--- src/rtl/bus_read_arbiter.sv ---
// Round-robin read arbiter driving a registered word onto the shared bus.
// Ports: clk, clr (sync high), rd_req/src_data in; bus_ready; bus_* out, pending, busy, overflow.
module bus_read_arbiter #(
   parameter int NUM_SRC = 24,
   parameter int WIDTH   = 32,
   parameter int SRC_W   = 5
) (
   input  logic                     clk,
   input  logic                     clr,
   input  logic [NUM_SRC-1:0]       rd_req,
   input  logic [NUM_SRC*WIDTH-1:0] src_data,
   input  logic                     bus_ready,
   output logic [WIDTH-1:0]         bus_data,
   output logic [SRC_W-1:0]         bus_src,
   output logic                     bus_valid,
   output logic [NUM_SRC-1:0]       pending,
   output logic                     busy,
   output logic                     overflow
);

   typedef enum logic {
      ST_IDLE,
      ST_SERVE
   } state_t;

   state_t               r_state;
   state_t               w_state_nxt;
   logic [WIDTH-1:0]     r_bus_data;
   logic [SRC_W-1:0]     r_bus_src;
   logic [NUM_SRC-1:0]   r_pending;
   logic                 r_overflow;
   logic [SRC_W-1:0]     r_rr_ptr;

   logic [NUM_SRC-1:0]   w_elig;
   logic                 w_can_load;
   logic                 w_found;
   logic                 w_grant;
   logic [SRC_W-1:0]     w_idx;
   logic [NUM_SRC-1:0]   w_gnt_oh;
   logic [WIDTH-1:0]     w_data;
   logic [SRC_W-1:0]     w_ptr_nxt;

   assign bus_valid = (r_state == ST_SERVE);
   assign bus_data  = r_bus_data;
   assign bus_src   = r_bus_src;
   assign pending   = r_pending;
   assign overflow  = r_overflow;
   assign busy      = bus_valid | (|r_pending);

   // Priority scan starting at rr_ptr, wrapping past the last source.
   always_comb begin
      int s;
      w_elig     = r_pending | rd_req;
      w_can_load = !bus_valid | bus_ready;
      w_found    = 1'b0;
      w_idx      = '0;
      for (int k = 0; k < NUM_SRC; k++) begin
         s = int'(r_rr_ptr) + k;
         if (s >= NUM_SRC) s = s - NUM_SRC;
         if (!w_found && w_elig[s]) begin
            w_found = 1'b1;
            w_idx   = SRC_W'(s);
         end
      end
      w_grant   = w_can_load & w_found;
      w_gnt_oh  = w_grant ? (NUM_SRC'(1) << w_idx) : '0;
      w_data    = src_data[int'(w_idx)*WIDTH +: WIDTH];
      w_ptr_nxt = (int'(w_idx) == NUM_SRC-1) ? '0 : w_idx + 1'b1;
   end

   always_comb begin
      w_state_nxt = r_state;
      case (r_state)
         ST_IDLE:  if (w_found) w_state_nxt = ST_SERVE;
         ST_SERVE: if (bus_ready && !w_found) w_state_nxt = ST_IDLE;
         default:  w_state_nxt = ST_IDLE;
      endcase
   end

   always_ff @(posedge clk) begin
      if (clr) begin
         r_state    <= ST_IDLE;
         r_bus_data <= '0;
         r_bus_src  <= '0;
         r_pending  <= '0;
         r_overflow <= 1'b0;
         r_rr_ptr   <= '0;
      end else begin
         r_state <= w_state_nxt;
         if (w_grant) begin
            r_bus_data <= w_data;
            r_bus_src  <= w_idx;
            r_rr_ptr   <= w_ptr_nxt;
         end
         r_pending  <= w_elig & ~w_gnt_oh;
         // Held-word source is not in pending, so a repeat of it queues cleanly.
         r_overflow <= |(rd_req & r_pending);
      end
   end

endmodule
--- config.mk ---
export PLATFORM = sky130hd
export DESIGN_NAME = bus_read_arbiter
export DESIGN_NICKNAME = d
export VERILOG_FILES = /design/src/rtl/bus_read_arbiter.sv
export SDC_FILE = /design/constraint.sdc
export NUM_CORES = 1
export LEC_CHECK = 0
export CAP_MARGIN = 20
export CORE_AREA = 2 2 332 334
export CTS_CLUSTER_SIZE = 16
export DETAILED_ROUTE_END_ITERATION = 8
export DIE_AREA = 0 0 334 336
export HOLD_SLACK_MARGIN = 0.08
export PLACE_DENSITY = 0.46
export SYNTH_ARGS = -nofsm -noshare
export SYNTH_HDL_FRONTEND = slang
export SYNTH_SLANG_ARGS = --single-unit
--- constraint.sdc ---
create_clock -name clk -period 14.4 [get_ports clk]
set_input_delay 2.16 -clock clk [delete_from_list [all_inputs] [get_ports clk]]
set_output_delay 2.16 -clock clk [all_outputs]
set_load 0.03 [all_outputs]
* Word level (Yosys, flattened, before mapping)
Cells that the tools add are included.
Storage, ports and cells: bits in registers 68, latch bits 0, RAM bits 0, ROM bits 0, input port bits 795, output and inout port bits 64, word-level logic and storage cells 313, memories kept 0
Operators by class: add/sub/neg operators 48, $mul 0, divide/modulo/power cells 0, order comparisons 48, equal/unequal tests 1, shift operators 2, mux-type cells 149, bitwise operators 8, reductions and logical operators 51
Operators by type and width (count):
- 32-bit by 7-bit less-than comparator with 1-bit output (second input constant) | 24
- 32-bit 2-to-1 mux | 24
- 768-bit by 11-bit indexed part select with 32-bit output | 1
- 6-bit by 5-bit subtractor with 7-bit output (second input constant) | 23
- 6-bit by 5-bit >= comparator with 1-bit output (second input constant) | 23
- 5-bit 2-to-1 mux | 25
- 1-bit binary-select mux with 5-bit select | 24
- 1-bit 2-to-1 mux | 74
- 5-bit by 4-bit adder with 6-bit output (second input constant) | 8
- 5-bit by 5-bit adder with 6-bit output (second input constant) | 8
- 24-bit AND | 2
- 24-bit OR reduction | 2
- 1-bit logical NOT | 25
- 5-bit by 3-bit adder with 6-bit output (second input constant) | 4
- 1-bit logical AND | 24
- 24-bit 2-to-1 mux | 1
- 24-bit inverter | 1
- 24-bit OR | 1
- 1-bit by 5-bit left shift with 24-bit output (first input constant) | 1
- 5-bit by 2-bit adder with 6-bit output (second input constant) | 2
- 5-bit by 1-bit adder with 6-bit output (second input constant) | 1
- 5-bit by 5-bit subtractor with 6-bit output (second input constant) | 1
- 5-bit by 1-bit adder with 5-bit output (second input constant) | 1
- 5-bit equality test (second input constant) | 1
- other kinds (5) | 6

* Longest topological paths before layout
depth in word-level cells 79, mapped depth 29, depth with buffers taken out 24

* Worst setup path before layout
No wires, ideal clock.
path type input port to flip-flop, from input port rd_req[18], to register r_bus_data[3] (netlist: bus_data[3]), setup time 0.120 ns, arrival time 6.348 ns, data required time 14.280 ns, slack 7.932 ns, stages on the path 16, path buffers 2, cell sequence nor2_1 a21oi_1 mux4_2 a221o_1 o211a_1 nor4_4 nand2_1 or4_1 buf_2 nor2_1 a2111oi_2 nor2_2 buf_2 mux4_2 mux2_2 a211o_1
On the way: cells in the longest elaborated chain, start to end 75, elaborated cells on any way between the ends 169, those cells by class 1 x shift; 120 x mux; 2 x bitwise; 46 x reduce/logical
RTL lines:
- from (decl) | line 10 | input logic [NUM_SRC-1:0] rd_req,
- 24-bit OR * | line 53 | w_elig = r_pending | rd_req;
- 1-bit binary-select mux with 5-bit select | line 60 | if (!w_found && w_elig[s]) begin
- 1-bit 2-to-1 mux (not written as such) (2 in series) | line 60
- 1-bit 2-to-1 mux | line 60
- 1-bit logical NOT | line 60
- 1-bit logical AND | line 60
- 1-bit 2-to-1 mux | line 60
- 1-bit logical NOT | line 60
- [58 not listed]
- 1-bit 2-to-1 mux | line 60
- 1-bit logical NOT | line 60
- 1-bit logical AND | line 60
- 1-bit 2-to-1 mux | line 60
- 1-bit logical NOT | line 60
- 1-bit logical AND | line 60
- 5-bit 2-to-1 mux or 1-bit 2-to-1 mux (tied branches) | line 60
- 768-bit by 11-bit indexed part select with 32-bit output or 1-bit AND (tied branches) | line 67, 65
- to (signal assigned) | line 91 | r_bus_data <= w_data;
- to (decl) | line 28 | logic [WIDTH-1:0] r_bus_data;
Every way passes the cells marked *; elsewhere a longest branch is shown, timed or not. The select of a mux whose other input is x is not followed. A chain may end at the register's enable or synchronous reset.

* Final worst setup path
from register r_rr_ptr[2], to register r_bus_data[7] (netlist: bus_data[7])
On the way: cells in the longest elaborated chain, start to end 76, elaborated cells on any way between the ends 263, those cells by class 47 x add/sub; 24 x order compare; 1 x shift; 144 x mux; 1 x bitwise; 46 x reduce/logical
RTL lines:
- from (decl) | line 32 | logic [SRC_W-1:0] r_rr_ptr;
- from (signal assigned) | line 93 | r_rr_ptr <= w_ptr_nxt;
- branches (longest 76 deep; another with 6-bit by 5-bit subtractor with 7-bit output)
Parallel ways; which one is timed is not known. The select of a mux whose other input is x is not followed.

==> PnR_summary.wiki <==
{| class="wikitable"
! Metric !! Value
|-
| Ys flop type || sky130_fd_sc_hd__dfxtp_1
|-
| Setup repair after global routing missed its margin || false
|-
| Placement Rows || 121
|-
| Clock tree from TritonCTS || yes
|-
| Mapped Area || 16700 sq um
|-
| Core area || 108000 sq um
|-
| Clock H-tree levels || 3
|-
| R2r worst-path depth || 26
|-
| Result of the run || finished, final reports clean
|-
| GRT Util Overall || 26.4%
|-
| Flop and latch count out of synthesis || 68
|-
| Slew headroom || 21.4%
|-
| Number of inserted filler cells in the final layout || 12100
|-
| Library cell with the largest summed area after synthesis || sky130_fd_sc_hd__mux2i_1
|-
| Syn Inst Count || 2418
|-
| Detailed Route WL || 156000 microns
|-
| Total power divided by cell area || 353 nW/um^2
|-
| Critical path fanouts, max || 35
|-
| Global placer's final weighted congestion || 0.996
|-
| Crit. End Element || register
|-
| Register clock-pin slew on the reported worst setup and hold paths || 90 ps
|-
| Fraction of synthesis flops using an asynchronous set or reset pin || 0%
|-
| Mapped Nets || 3256
|-
| CP startpoint kind || register
|-
| Final critical path time including I/O delays and setup || 9700 ps
|-
| Worst hold path cell count || 2
|-
| Leading post-synthesis cells by cell area || sky130_fd_sc_hd__mux2i_1 (12%), sky130_fd_sc_hd__nand2_1 (9.9%), sky130_fd_sc_hd__dfxtp_1 (8.1%)
|-
| Starting Density || 15.5%
|-
| TritonCTS buffer count || 9
|-
| Worst ir drop on vdd || 0.468 mV
|-
| Critical R2R Launch || r_rr_ptr[2]$_SDFFE_PP0P_
|-
| Maximum number of pins on one net before global-route repair || 129
|-
| Number of hold violations in the final report || 0
|-
| Remaining antenna violation count || 0
|-
| Standby leakage power || 10.2 nW
|-
| Leading cell type in the layout, fill and taps excluded || sky130_fd_sc_hd__clkdlybuf4s50_1
|-
| Buffers inserted during post-CTS setup optimization || 0
|-
| Type of the tightest min-delay check || register to register
|-
| Slowest stage cell, crit path || sky130_fd_sc_hd__a221oi_1
|-
| Syn avg cell area || 6.93 sq um
|-
| Clock latency at the later pin of the worst-skew pair || 400 ps
|-
| Net count, final || 3984
|-
| Setup violators final || 0
|-
| WL/cell || 33.9 microns
|-
| Sequential share of the synthesized area || 8.13%
|-
| Maximum single-stage delay on the critical path || 890 ps
|-
| Largest delay contributor family on the critical path || simple AND/OR/NAND/NOR gates
|-
| Final Hold Slack || 473 ps
|-
| CP arrival || 9940 ps
|-
| Hold Path End || bus_src[4]$_SDFFE_PP0P_
|-
| Required time of the critical path || 14630 ps
|-
| Number of warnings printed during yosys synthesis || 0
|-
| Post-route DRC || 0
|-
| Clock tree root driver cell || sky130_fd_sc_hd__clkbuf_16
|-
| Number of distinct library cells after synthesis || 100
|-
| Top Ports || 859
|-
| Slew of the pin with the lowest slew margin || 1170 ps
|-
| Setup Crit Path Kind || register to register
|-
| Sum of buffers and inverters on the critical path || 6
|-
| Skew final || 9.69 ps
|-
| First drt pass iteration count || 5
|-
| Final critical-path share of the clock period || 67.4%
|-
| Cell type with the highest occurrence count on the critical path || sky130_fd_sc_hd__buf_4
|-
| Syn-to-layout area delta || 61.8%
|-
| Starting DRC count in detailed routing || 2569
|-
| Sum of negative setup slack || 0 ps
|-
| Die X-Extent || 334 microns
|-
| Hold buffer count at CTS || 0
|-
| Share of final-layout standard cells stronger than drive strength 1 || 7.65%
|-
| Post-synth EDFFs || 0
|-
| Fmax || 103 MHz
|-
| Via count of the first global-routing pass || 23200
|-
| Max-slew violation count || 0
|-
| Maximum number of buffers from clock root to sink || 2
|-
| Yosys top cell area share || 12.3%
|-
| Quantity of I/O buffers inserted on ports || 858
|-
| R2R Setup Slk || 4700 ps
|-
| Number of vias after detailed routing || 24400
|-
| Global-route wire length before repair || 204000 microns
|-
| Commonest cells after routing, fill and taps aside || sky130_fd_sc_hd__clkdlybuf4s50_1 (857), sky130_fd_sc_hd__nand2_1 (443), sky130_fd_sc_hd__mux2i_1 (205)
|-
| Vertical extent of the die || 336 microns
|-
| Initial antenna violation count || 71
|-
| Worst flop-to-flop path endpoint || bus_data[7]$_SDFFE_PP0P_
|-
| Clk sink count || 68
|-
| HPWL Detailed || 129000 microns
|-
| Area of the die || 112000 sq um
|-
| Count of max-cap constraint violations || 0
|-
| Source of the worst hold timing path || bus_src[4]$_SDFFE_PP0P_
|-
| Post-CTS resize count || 0
|-
| Detail-routed via count per cell || 5.32
|-
| Remaining global-route overflow || 0
|}
## worst max path at each step
stage | startpoint | to | slack [ps] | depth (start not counted)
6_report | r_rr_ptr[2]$_SDFFE_PP0P_ | bus_data[7]$_SDFFE_PP0P_ | 4700 | 26
5_1_grt | r_rr_ptr[2]$_SDFFE_PP0P_ | bus_data[7]$_SDFFE_PP0P_ | 4410 | 26
4_1_cts | r_rr_ptr[2]$_SDFFE_PP0P_ | bus_data[7]$_SDFFE_PP0P_ | 5000 | 26
3_5_place_dp | rd_req[22] | bus_data[7]$_SDFFE_PP0P_ | 4790 | 19
3_3_place_gp | rd_req[18] | bus_data[7]$_SDFFE_PP0P_ | 4700 | 19
2_1_floorplan | rd_req[18] | bus_data[3]$_SDFFE_PP0P_ | 7930 | 16
## flip-flops by register name, indices dropped and copies added, names as in the netlist
name       flops
bus_data      32
pending       24
bus_src        5
r_rr_ptr       5
bus_valid      1
overflow       1
## area by class of cell
type                    count  area [sq um]  area share (%)
diodes                     20          50.0           0.185
multi-input cells        2097         14300            52.8
clock inverters             7          82.6           0.305
inverters                  46           173           0.637
flip-flops and latches     68          1370            5.05
well taps                1414          1770            6.53
repair buffers            924          9110            33.6
clock buffers               9           225           0.831
## through the flow
stage	utilization [%]	instance area, sq um	total power, W	cells	worst slack (ps)
final	25.0	27100	0.00955	4585	4700
after global routing	25.0	27100	0.0100	4573	4410
after CTS	24.9	27000	0.00944	4564	5000
after detailed placement	24.7	26700	0.00912	4548	4790
after global placement	24.6	26700	0.00916	4547	4700
after floorplan	-	16700	0.00578	2418	7930
## logic make-up (layout without fill, tap and decap cells)
kind of cell | count (synthesis) | in the layout | share of synthesized area [%]
AND/OR/NAND/NOR | 956 | 956 | 27.2
multiplexers | 290 | 290 | 20.5
flip-flops | 68 | 68 | 8.13
AO/OA/AOI/OAI | 778 | 778 | 32.3
adder cells (fa/ha/maj) | 43 | 43 | 3.21
XOR/XNOR | 30 | 30 | 1.66
buffers and inverters | 253 | 986 | 6.98
other | 0 | 20 | 0
## tightest hold or removal path, delay by kind of cell, from the launching register on
| family | cells | cell delay (ps) |
|---|---|---|
| flip-flops | 1 | 320 |
| AND/OR/NAND/NOR | 1 | 50 |
| AO/OA/AOI/OAI | 1 | 60 |
## where the power goes
part,internal (W),switching (W)
combinational,0.00283,0.00612
sequential,0.000254,0.0000621
clock,0.000138,0.000147
total,0.00322,0.00633
## cell usage after synthesis (28+ instances only)
master                     number
sky130_fd_sc_hd__o21ai_0       69
sky130_fd_sc_hd__a221oi_1      48
sky130_fd_sc_hd__mux2i_1      205
sky130_fd_sc_hd__nor3_1        72
sky130_fd_sc_hd__nand3_1       73
sky130_fd_sc_hd__a22oi_1       41
sky130_fd_sc_hd__nand2_1      443
sky130_fd_sc_hd__ha_1          43
sky130_fd_sc_hd__a31oi_1       62
sky130_fd_sc_hd__nor2_1       120
sky130_fd_sc_hd__a32oi_1       28
sky130_fd_sc_hd__and2_1        65
sky130_fd_sc_hd__inv_1         41
sky130_fd_sc_hd__o22ai_1       55
sky130_fd_sc_hd__mux4_2        37
sky130_fd_sc_hd__clkbuf_1      89
sky130_fd_sc_hd__a211oi_1      89
sky130_fd_sc_hd__a21oi_1      163
sky130_fd_sc_hd__buf_2         74
sky130_fd_sc_hd__dfxtp_1       68
sky130_fd_sc_hd__mux2_2        47
## per-layer routing
layer | up-vias | part of all wire, % | global-route usage [%]
met2 | 1481 | 45 | 42.0
met3 | 217 | 9.6 | 7.57
met5 | - | 0.13 | 0
met4 | 34 | 2.6 | 6.67
li1 | 10700 | - | -
met1 | 11900 | 43 | 34.9
No activity file was read; power rests on OpenSTA's default activity.
==> RTL edit (same settings) <==
The parameter `SRC_W` goes from 5 to 4.
--- a/src/rtl/bus_read_arbiter.sv
+++ b/src/rtl/bus_read_arbiter.sv
@@ -4,5 +4,5 @@
    parameter int NUM_SRC = 24,
    parameter int WIDTH   = 32,
-   parameter int SRC_W   = 5
+   parameter int SRC_W   = 4
 ) (
    input  logic                     clk,
Interface: changed (resized bus_src); port bits go from 859 to 858. The function was not compared with the original's and may differ.
==> RTL edit against the original RTL <==
- critical path depth fell by 7
- sequential cell count shrank 2
- area after synthesis decreased by 24%
- cell area is 25% lower
- total power fell by 35%
- die area unchanged
- routed wire length is 41% lower
- setup slack better by 0.31 ns
- count of clock-buffer cells in the layout did not move
- critical path type unchanged
- largest power group unchanged
==> RTL edit: results (changes against the original RTL) <==
- Layout area overhead: 59.9%
- Top cells by area, synth: dfxtp_1 10%, mux2i_1 10%, o211ai_1 6.9%, mux2_2 6.8%, nand3_1 5.6%
- PortBufs: 601 (-30%)
- Worst slew margin: 22.4% (+0.95 points)
- Gpl congestion: 0.917 (-8.0%)
- Hold_sp: bus_data[12]
- XOR/XNOR Fraction of Synth Area: 1.21% (-0.45 points)
- Met2 Wirelength: 42400 µm (-39%)
- HPWL Detailed: 72700 µm (-44%)
- Met2 usage: 26.0% (-16 points)
- Run status: finished, final reports clean
- Vias in the first global route: 16197 (-30%)
- Post-placement cell area: 0.0201 mm² (-25%)
- Drt via density: 4.62 (-13%)
- Worst reg2reg startpoint: r_rr_ptr[1]
- Met3 usage: 4.13% (-3.4 points)
- Placed cell count: 3550 (-22%)
- Worst clock skew: 0.0234 ns (+0.0137 ns)
- Max FO, Critical Path: 96 (+170%)
- Total GRT Usage: 15.6% (-11 points)
- Grt met1 use: 20.0% (-15 points)
- Largest stage delay, worst path: 0.87 ns (-0.02 ns)
- Syn Inst Count: 1664 (-31%)
- Final worst setup slack: 5.01 ns (+0.312 ns)
- Crit-path leading delay family: buffers and inverters
- Register area share after synthesis: 10.3% (+2.2 points)
- Minimum setup slack after placement: 4.77 ns (-0.0178 ns)
- DR WL/cell: 25.6 µm (-25%)
- Mux contribution to synthesized area: 23.4% (+3.0 points)
-- RTL edit: changes by cell type after synthesis, sizes merged, moves of 49 or more --
| cell | before | now |
|---|---|---|
| o21ai | 85 | 151 |
| o211ai | 22 | 117 |
| nand2 | 444 | 56 |
| a31oi | 62 | 13 |
| nor2 | 126 | 75 |
| mux2i | 205 | 129 |
| and2 | 66 | 10 |
| nand3 | 74 | 144 |
| buf | 118 | 69 |
-- RTL edit: power by group through the flow --
stage | sequential (mW) | clock, mW | combinational, mW
finish | 0.297 | 0.264 | 5.70
global route | 0.303 | 0.281 | 6.12
CTS | 0.297 | 0.279 | 5.79
detailed placement | 0.300 | 0 | 5.77
global placement | 0.298 | 0 | 5.77
floorplan | 0.391 | 0 | 3.55
-- RTL edit: area by class of cell --
cell class,count,area share (%)
Multi-Input combinational cell,1401,51.9
Timing Repair Buffer,636,30.8
Clock buffer,9,1.10
Antenna cell,8,0.0980
Tap cell,1414,8.66
Clock inverter,7,0.374
Sequential cell,66,6.48
Inverter,33,0.607
